`config.mk`:
```
export PLATFORM = sky130hd
export DESIGN_NAME = dm_access_unit
export DESIGN_NICKNAME = d
export VERILOG_FILES = /design/src/rtl/dm_access_unit.sv
export SDC_FILE = /design/constraint.sdc
export NUM_CORES = 1
export LEC_CHECK = 0
export ABC_AREA = 1
export BUFFER_PORTS_ARGS = -buffer_cell sky130_fd_sc_hd__buf_4
export CAP_MARGIN = 10
export CORE_MARGIN = 10
export CORE_UTILIZATION = 50
export CTS_CLUSTER_SIZE = 20
export DETAILED_ROUTE_END_ITERATION = 8
export GPL_TIMING_DRIVEN = 0
export HOLD_SLACK_MARGIN = 0.06
export PLACE_DENSITY = 0.79
export SLEW_MARGIN = 5
export SYNTH_ARGS = -nofsm -noshare
export SYNTH_HDL_FRONTEND = slang
export SYNTH_SLANG_ARGS = --single-unit
```
`constraint.sdc`:
```
create_clock -name i_clk -period 4.7 [get_ports i_clk]
set_input_delay 0.94 -clock i_clk [delete_from_list [all_inputs] [get_ports i_clk]]
set_output_delay 0.94 -clock i_clk [all_outputs]
set_load 0.02 [all_outputs]
```
`src/rtl/dm_access_unit.sv`:
```
// MEM-stage load/store unit in front of a 4 KiB word memory; sub-word stores run as read-modify-write.
// Optional build macro DM_ACCESS_MISALIGN_TRAP_EN: reject misaligned H/W accesses with an addr_err pulse.
module dm_access_unit #(
  parameter int BIG_ENDIAN = 0
) (
  input  logic        i_clk,
  input  logic        i_rst,
  input  logic        i_req_valid,
  output logic        o_req_ready,
  input  logic [3:0]  i_req_op,
  input  logic [11:0] i_req_addr,
  input  logic [31:0] i_req_wdata,
  output logic [31:0] o_rdata,
  output logic        o_rdata_vld,
  output logic        o_addr_err,
  output logic [9:0]  o_dm_addr,
  output logic [31:0] o_dm_din,
  output logic        o_dm_we,
  input  logic [31:0] i_dm_dout
);

  localparam logic [1:0] SZ_B = 2'b00;
  localparam logic [1:0] SZ_H = 2'b01;
  localparam logic [1:0] SZ_W = 2'b10;

  typedef enum logic {
    S_IDLE   = 1'b0,
    S_RMW_WR = 1'b1
  } state_t;

  state_t      r_state;
  state_t      w_state_nxt;
  logic [31:0] r_rdata;
  logic        r_rdata_vld;
  logic [31:0] r_merge;
  logic [9:0]  r_addr;

  logic        w_store;
  logic        w_uns;
  logic [1:0]  w_size;
  logic        w_idle;
  logic        w_accept;
  logic        w_illegal;
  logic        w_misal;
  logic        w_do;
  logic        w_load;
  logic        w_sw;
  logic        w_sub;

  function automatic logic [1:0] f_byte_lane(input logic [1:0] a);
    if (BIG_ENDIAN != 0) begin
      f_byte_lane = 2'd3 - a;
    end else begin
      f_byte_lane = a;
    end
  endfunction

  function automatic logic f_half_lane(input logic a1);
    if (BIG_ENDIAN != 0) begin
      f_half_lane = ~a1;
    end else begin
      f_half_lane = a1;
    end
  endfunction

  function automatic logic [31:0] f_load(input logic [31:0] word, input logic [1:0] size,
                                         input logic uns, input logic [1:0] a);
    logic [7:0]  b;
    logic [15:0] h;
    b = word[{f_byte_lane(a), 3'b000} +: 8];
    h = word[{f_half_lane(a[1]), 4'b0000} +: 16];
    case (size)
      SZ_B:    f_load = {{24{b[7] & ~uns}}, b};
      SZ_H:    f_load = {{16{h[15] & ~uns}}, h};
      default: f_load = word;
    endcase
  endfunction

  function automatic logic [31:0] f_merge(input logic [31:0] word, input logic [1:0] size,
                                          input logic [31:0] wdata, input logic [1:0] a);
    logic [31:0] res;
    res = word;
    case (size)
      SZ_B:    res[{f_byte_lane(a), 3'b000} +: 8] = wdata[7:0];
      SZ_H:    res[{f_half_lane(a[1]), 4'b0000} +: 16] = wdata[15:0];
      default: res = wdata;
    endcase
    f_merge = res;
  endfunction

  // Request decode; illegal and (optionally) misaligned requests are accepted but do nothing.
  always_comb begin
    w_store   = i_req_op[3];
    w_uns     = i_req_op[2];
    w_size    = i_req_op[1:0];
    w_idle    = (r_state == S_IDLE);
    w_accept  = i_req_valid & w_idle;
    w_illegal = (w_size == 2'b11) | (w_store & w_uns);
`ifdef DM_ACCESS_MISALIGN_TRAP_EN
    w_misal   = ((w_size == SZ_H) & i_req_addr[0]) |
                ((w_size == SZ_W) & (i_req_addr[1:0] != 2'b00));
`else
    w_misal   = 1'b0;
`endif
    w_do      = w_accept & ~w_illegal & ~w_misal & ~i_rst;
    w_load    = w_do & ~w_store;
    w_sw      = w_do & w_store & (w_size == SZ_W);
    w_sub     = w_do & w_store & (w_size != SZ_W);
  end

  // Next state and memory-side outputs; a reset cycle never writes.
  always_comb begin
    w_state_nxt = r_state;
    o_req_ready = 1'b0;
    o_dm_addr   = i_req_addr[11:2];
    o_dm_din    = i_req_wdata;
    o_dm_we     = 1'b0;
    case (r_state)
      S_IDLE: begin
        o_req_ready = 1'b1;
        o_dm_we     = w_sw;
        if (w_sub) begin
          w_state_nxt = S_RMW_WR;
        end else begin
          w_state_nxt = S_IDLE;
        end
      end
      S_RMW_WR: begin
        o_dm_addr   = r_addr;
        o_dm_din    = r_merge;
        o_dm_we     = ~i_rst;
        w_state_nxt = S_IDLE;
      end
      default: begin
        w_state_nxt = S_IDLE;
      end
    endcase
  end

  // State, load result and merge word registers.
  always_ff @(posedge i_clk) begin
    if (i_rst) begin
      r_state     <= S_IDLE;
      r_rdata     <= 32'd0;
      r_rdata_vld <= 1'b0;
      r_merge     <= 32'd0;
      r_addr      <= 10'd0;
    end else begin
      r_state     <= w_state_nxt;
      r_rdata_vld <= w_load;
      if (w_load) begin
        r_rdata <= f_load(i_dm_dout, w_size, w_uns, i_req_addr[1:0]);
      end
      if (w_sub) begin
        r_merge <= f_merge(i_dm_dout, w_size, i_req_wdata, i_req_addr[1:0]);
        r_addr  <= i_req_addr[11:2];
      end
    end
  end

  assign o_rdata     = r_rdata;
  assign o_rdata_vld = r_rdata_vld;

`ifdef DM_ACCESS_MISALIGN_TRAP_EN
  logic r_addr_err;

  // Misalignment pulse, one cycle after the rejected request is accepted.
  always_ff @(posedge i_clk) begin
    if (i_rst) begin
      r_addr_err <= 1'b0;
    end else begin
      r_addr_err <= w_accept & ~w_illegal & w_misal;
    end
  end

  assign o_addr_err = r_addr_err;
`else
  assign o_addr_err = 1'b0;
`endif

endmodule

```
==> flow_summary.yaml, run 1 <==
place:
  dp_cells: 1160
  gp_congestion: 1.05
  dpl.hpwl_um: 16800
  pre_cts_ws_ns: 1.54
  io_buffers: 158
logic_synthesis:
  ys.warnings.count: 0
  synth_edf_count: 0
  synth_fp_nets: 957
  ys_types: 29
  syn_inst: 869
  syn-cell-area_um2: 5100
  synthTopCellsByCount: "nand2_1, o21ai_0, nor2_1"
  synth_xor_xnor_area_share: 0
  seq_area_frac_synth: 0.298
  yosys-top-cells-area: "dfxtp_1, nand2_1, o21ai_0"
  yosysTopAreaCell: "dfxtp_1"
  yosys.area_share.simple: 0.329
  synth_compound_area_frac: 0.236
  yosysTopAreaCellShare: 0.298
  ys.flop_type: "dfxtp_1"
  syn_avg_cell_area_um2: 5.87
  yosysMostFrequentCell: "nand2_1"
  ys_ff_latch: 76
  synth_top_family_by_area: "simple AND/OR/NAND/NOR gates"
  async_reset_ff_frac: 0
  synthMuxAreaShare: 0
  synthAdderAreaFrac: 0.0123
grt:
  use_met1: 0.332
  grt_util_met2: 0.444
  grt_pass1_wl_um: 32200
  grt.busiest_layer: "met2"
  grt_usage: 0.273
  grt_pass1_vias: 6163
  grtUsageMet3: 0.0772
  antenna_found_initial: 0
  grt_max_degree: 15
  grt_overflow_total: 0
final_layout:
  num_antenna_cells: 0
  drive_above_1_share: 0.213
  fill_cells: 939
  num-nets-final: 1126
  instances_no_fill: 1176
  synthToLayoutAreaGrowth_pct: 31.8
worst_setup_path:
  cp-end-kind: "register"
  timing.rr.start: "r_state"
  startpoint_type: "primary input"
  worstSetupPathType: "primary input to register"
  regToRegSetupSlack_ns: 2.96
  r2r_end: "o_rdata[13]"
  cp_max_fo: 12
  arrival_ns: 3.18
  reg2regPathDepth: 10
  required_ns: 5.01
power_and_ir_drop:
  cellPowerDensity_nw_per_um2: 272
  p_leak_uw: 0.00331
  vdd_drop_max_v: 0.000252
cts:
  ctsHtreeMaxLevel: 3
  cts.reportedPaths.clkPinSlew_ns: 0.09
  cts_setup_buffers: 0
  cts_root_buffer: "clkbuf_8"
  clockBufferDepth: 2
  numCtsBuffers: 9
  cts_tree: "done"
  cts.sinks: 76
  postCtsHoldBufs: 0
  clk_latency_ns: 0.36
  cts_resized: 0
floorplan:
  die_y_um: 121
  initial_core_util: 0.517
  core_area_um2: 9860
  dieArea_um2: 14600
  rows: 36
  die_w_um: 121
  io-pin-count: 161
sta:
  setup_tns_ns: 0
  period_needed_ns: 2.87
  setup_violations: 0
  grt_setup_unrepaired: "no"
  fin_ws_ns: 1.83
  tightest_slew_ns: 0.662
  fmax_ghz: 0.348
  hold_viol: 0
  fin_crit_sh: 0.612
  finalMaxSlewViolations: 0
  hold-worst-slack_ns: 0.450
  finClkSkew_ns: 0.00548
  max_slew_margin: 0.559
detailed_routing:
  ant_nets: 0
  drtIter0Drc: 558
  vias: 6334
  wirelength_um: 20500
  viasPerCell: 5.39
  wl_per_cell_um: 17.5
  dr.pass1.iters: 5
  drc_errors: 0
min_path:
  hp-start: "r_addr[5]"
  whs_endpoint: "r_addr[5]"
  whs_path_depth: 2
  hp-class: "register to register"
run_status:
  outcome: "completed"
job:
  maxCapViolCount: 0
==> sequential cells by signal, indices dropped and copies added, names as in the netlist <==
register / cells
o_rdata: 32
o_rdata_vld: 1
r_addr: 10
r_merge: 32
r_state: 1
==> where the power goes <==
part	switching, µW	total, µW	leakage, µW	internal [µW]
registers	13.1	685	0.000619	672
logic	287	459	0.00256	172
clock network	273	684	0.000134	411
==> placed cells by master (no fill, tap or decap) <==
cell,instances
o21ai_2,1
a21oi_1,91
buf_6,7
nand3_2,3
nand2_4,1
o21ai_1,17
conb_1,1
clkbuf_1,27
inv_2,9
a22oi_1,4
o22ai_1,5
inv_1,79
nand2_2,1
buf_4,160
nor2_2,2
nand3_4,1
nor2_4,1
o211ai_1,4
clkinv_4,1
nand2_1,260
o21ai_0,113
clkbuf_8,9
nor2_1,92
inv_6,2
nand3_1,19
buf_1,2
nand4_1,19
nor3_1,7
ha_1,5
dfxtp_1,76
bufinv_16,4
nor2_8,1
buf_2,19
==> worst max-delay path: stages <==
cell and delay [ns]:
buf_4 0.10, buf_2 0.19, inv_2 0.11, buf_2 0.23, ha_1 0.21, clkbuf_1 0.20
nor2_1 0.31, nand2_1 0.19, nor2_1 0.29, nand2_1 0.12, nand3_1 0.15, nor2_1 0.05
nor2_1 0.08
==> per-stage QoR <==
stage / area [µm²] / utilization / power, µW
floorplan: 5100 / - / 943
global placement: 6450 / 0.654 / 1150
detailed placement: 6450 / 0.654 / 1150
CTS: 6720 / 0.682 / 1820
global route: 6720 / 0.682 / 1900
finish: 6720 / 0.682 / 1830
==> area by class of cell <==
class | count | area, µm² | area share
multi-input cells | 648 | 2950 | 0.439
flip-flops and latches | 76 | 1520 | 0.226
repair buffers | 158 | 1190 | 0.176
inverters | 88 | 330 | 0.0491
plain buffers | 57 | 298 | 0.0443
well taps | 133 | 166 | 0.0247
clock inverters | 7 | 146 | 0.0218
clock buffers | 9 | 124 | 0.0184
==> cell families (layout without fill, tap and decap cells) <==
kind of cell             Yosys count  after routing
other                              1              1
flip-flops                        76             76
AO/OA/AOI/OAI                    235            235
AND/OR/NAND/NOR                  407            407
adder cells (fa/ha/maj)            5              5
buffers and inverters            145            319
==> how the worst max path moves through the flow <==
stage	startpoint	endpoint	slack [ns]	cells after the start
3_5_place_dp	i_req_addr[1]	r_merge[9]	1.54	13
2_1_floorplan	i_rst	o_dm_we	1.99	6
4_1_cts	i_rst	o_dm_we	1.85	4
5_1_grt	i_req_addr[1]	r_merge[9]	1.69	13
3_3_place_gp	i_req_addr[1]	r_merge[9]	1.50	13
6_report	i_req_addr[1]	r_merge[9]	1.83	13
==> layer usage <==
metal / part of all wire / wire (µm)
met1: 0.41 / 8370
met2: 0.45 / 9210
met3: 0.11 / 2220
met4: 0.035 / 728
met5: 0 / 0
No activity file was read; power rests on OpenSTA's default activity.
==> inputs of run 2 (changes only) <==
--- a/config.mk
+++ b/config.mk
@@ -5,16 +5,16 @@
 export SDC_FILE = /design/constraint.sdc
 export NUM_CORES = 1
 export LEC_CHECK = 0
-export ABC_AREA = 1
+export ABC_AREA = 0
 export BUFFER_PORTS_ARGS = -buffer_cell sky130_fd_sc_hd__buf_4
 export CAP_MARGIN = 10
 export CORE_MARGIN = 10
-export CORE_UTILIZATION = 50
+export CORE_UTILIZATION = 46
 export CTS_CLUSTER_SIZE = 20
 export DETAILED_ROUTE_END_ITERATION = 8
 export GPL_TIMING_DRIVEN = 0
 export HOLD_SLACK_MARGIN = 0.06
-export PLACE_DENSITY = 0.79
+export PLACE_DENSITY = 0.77
 export SLEW_MARGIN = 5
 export SYNTH_ARGS = -nofsm -noshare
 export SYNTH_HDL_FRONTEND = slang
==> constraint.sdc (replaced) <==
create_clock -name i_clk -period 2.55 [get_ports i_clk]
set_input_delay 0.51 -clock i_clk [delete_from_list [all_inputs] [get_ports i_clk]]
set_output_delay 0.51 -clock i_clk [all_outputs]
set_load 0.02 [all_outputs]
==> run 2 against run 1 <==
Count of clock-buffer cells in the layout is 1 higher. Clock skew is 0.0041 ns higher. Via count is 18% lower. Register-to-register slack worse by 2.3 ns. Hold slack worse by 0.044 ns. First-iteration DRC count is 0.72% lower. Utilization is 4.8 points lower. Largest power group unchanged.
==> flow_summary.yaml, run 2 <==
run_status:
  outcome: "completed"
cts:
  cts_root_buffer: "clkbuf_8"
  cts_setup_buffers: 0
  cts.sinks: 76
  cts_tree: "done"
  ctsHtreeMaxLevel: 3
  cts.reportedPaths.clkPinSlew_ns: 0.09
  numCtsBuffers: 9
  clk_latency_ns: 0.35
  clockBufferDepth: 2
grt:
  grt_pass1_wl_um: 28900
  grt_pass1_vias: 5170
  grt_max_degree: 13
  grt_usage: 0.246
  antenna_found_initial: 0
  grt_overflow_total: 0
logic_synthesis:
  syn_avg_cell_area_um2: 8.30
  synth_edf_count: 0
  ys.warnings.count: 0
  ys_ff_latch: 76
  syn-cell-area_um2: 4670
  yosysTopAreaCell: "dfxtp_1"
  yosys-top-cells-area: "dfxtp_1, mux2_2, a21oi_1"
  yosysTopAreaCellShare: 0.326
  async_reset_ff_frac: 0
  yosysMostFrequentCell: "dfxtp_1"
  synthTopCellsByCount: "dfxtp_1, a21oi_1, nand2_1"
  ys.flop_type: "dfxtp_1"
  seq_area_frac_synth: 0.326
  syn_inst: 563
  synth_fp_nets: 651
  ys_types: 47
final_layout:
  layout_commonest_cell: "buf_4"
  num-nets-final: 818
  synthToLayoutAreaGrowth_pct: 33.3
  stdcell_area_um2: 6230
  final_core_util: 0.634
  layout_common_cells: "buf_4, dfxtp_1, a21oi_1"
  num_antenna_cells: 0
  drive_above_1_share: 0.364
  fill_cells: 888
floorplan:
  rows: 36
  die_w_um: 121
  initial_core_util: 0.476
  core_area_um2: 9820
  die_y_um: 121
  io-pin-count: 161
  dieArea_um2: 14600
place:
  placed_area_um2: 6020
  gp_congestion: 0.958
  pre_cts_ws_ns: -0.227
  io_buffers: 157
  dpl.hpwl_um: 14900
min_path:
  hp-class: "primary input to register"
sta:
  max_slew_margin: 0.605
  fin_crit_sh: 0.947
  fin_ws_ns: 0.135
  fmax_ghz: 0.414
  period_needed_ns: 2.41
  hold_viol: 0
  grt_setup_unrepaired: "no"
  finClkSkew_ns: 0.00959
  tightest_slew_ns: 0.590
  finalMaxSlewViolations: 0
  setup_violations: 0
worst_setup_path:
  startpoint_type: "register"
  arrival_ns: 1.90
  required_ns: 2.04
  cp_max_fo: 10
  worstSetupPathType: "register to output port"
  cp-end-kind: "output port"
job:
  maxCapViolCount: 0
detailed_routing:
  wirelength_um: 18800
  drtIter0Drc: 554
  wl_per_cell_um: 21.7
  drc_errors: 0
  viasPerCell: 5.97
  dr.pass1.iters: 6
  vias: 5178
  ant_nets: 0
power_and_ir_drop:
  vdd_drop_max_v: 0.000282
  cellPowerDensity_nw_per_um2: 484
  p_leak_uw: 0.00257
-- run 2: cell types whose count changed in the layout (fill, tap and decap cells not counted), sizes merged, moves of 25 or more --
cell	previous run	this run
a211oi	0	25
inv	90	22
mux2	0	43
nand2	262	65
nor2	96	38
o21ai	131	1
-- run 2: worst paths after layout --
kind                   to      startpoint  slack, ns  cells after the start
min reg2reg   r_merge[30]     r_merge[30]       0.46                      2
max          o_dm_addr[2]         r_state       0.14                      4
min             r_addr[9]  i_req_addr[11]       0.41                      3
max reg2reg   r_merge[11]         r_state       0.67                      6
-- run 2: cell type report --
cell class | count | area (µm²) | share of cell area
inverters | 23 | 86.3 | 0.0139
multi-input cells | 411 | 2800 | 0.449
flip-flops and latches | 76 | 1520 | 0.244
clock inverters | 5 | 77.6 | 0.0125
plain buffers | 52 | 273 | 0.0438
repair buffers | 157 | 1180 | 0.189
clock buffers | 10 | 128 | 0.0205
well taps | 133 | 166 | 0.0267
-- run 2: logic make-up (layout without fill, tap and decap cells) --
| kind of cell | after synthesis | count (layout) | share of synthesized area |
|---|---|---|---|
| mux | 57 | 57 | 0.134 |
| flops | 76 | 76 | 0.326 |
| buf+inv | 76 | 247 | 0.0769 |
| fa+ha+maj | 5 | 5 | 0.0134 |
| simple gates | 162 | 162 | 0.169 |
| compound gates | 186 | 186 | 0.280 |
| other cells | 1 | 1 | 0.000803 |
-- run 2: power breakdown --
| part | internal [µW] | switching (µW) |
|---|---|---|
| logic | 318 | 435 |
| registers | 1230 | 22.2 |
| clock network | 544 | 463 |
-- run 2: timing repair --
action,4_1_cts,5_1_grt
endpoints found under the setup margin,0,22
resized for setup,0,4
hold buffers,0,0
-- run 2: metal layers --
layer,global-route usage,up-vias,share of wire
met5,0,-,0
li1,-,2428,-
met1,0.308,2449,0.41
met4,0.0724,0,0.020
met2,0.404,270,0.47
met3,0.0670,31,0.10
-- run 2: critical path: stages (launching register included) --
cell	delay [ns]
dfxtp_1	0.31
buf_4	0.21
clkbuf_1	0.47
mux2_2	0.40
buf_4	0.16
-- run 2: per-stage QoR --
| stage | power (µW) | setup TNS, ns | hold WS (ns) | instances |
|---|---|---|---|---|
| after floorplan | 1670 | 0 | 0.433 | 563 |
| after global placement | 2010 | -3.29 | 0.440 | 853 |
| after detailed placement | 2020 | -3.58 | 0.444 | 853 |
| after CTS | 3010 | 0 | 0.408 | 868 |
| after global routing | 3130 | 0 | 0.404 | 867 |
| final | 3010 | 0 | 0.406 | 867 |
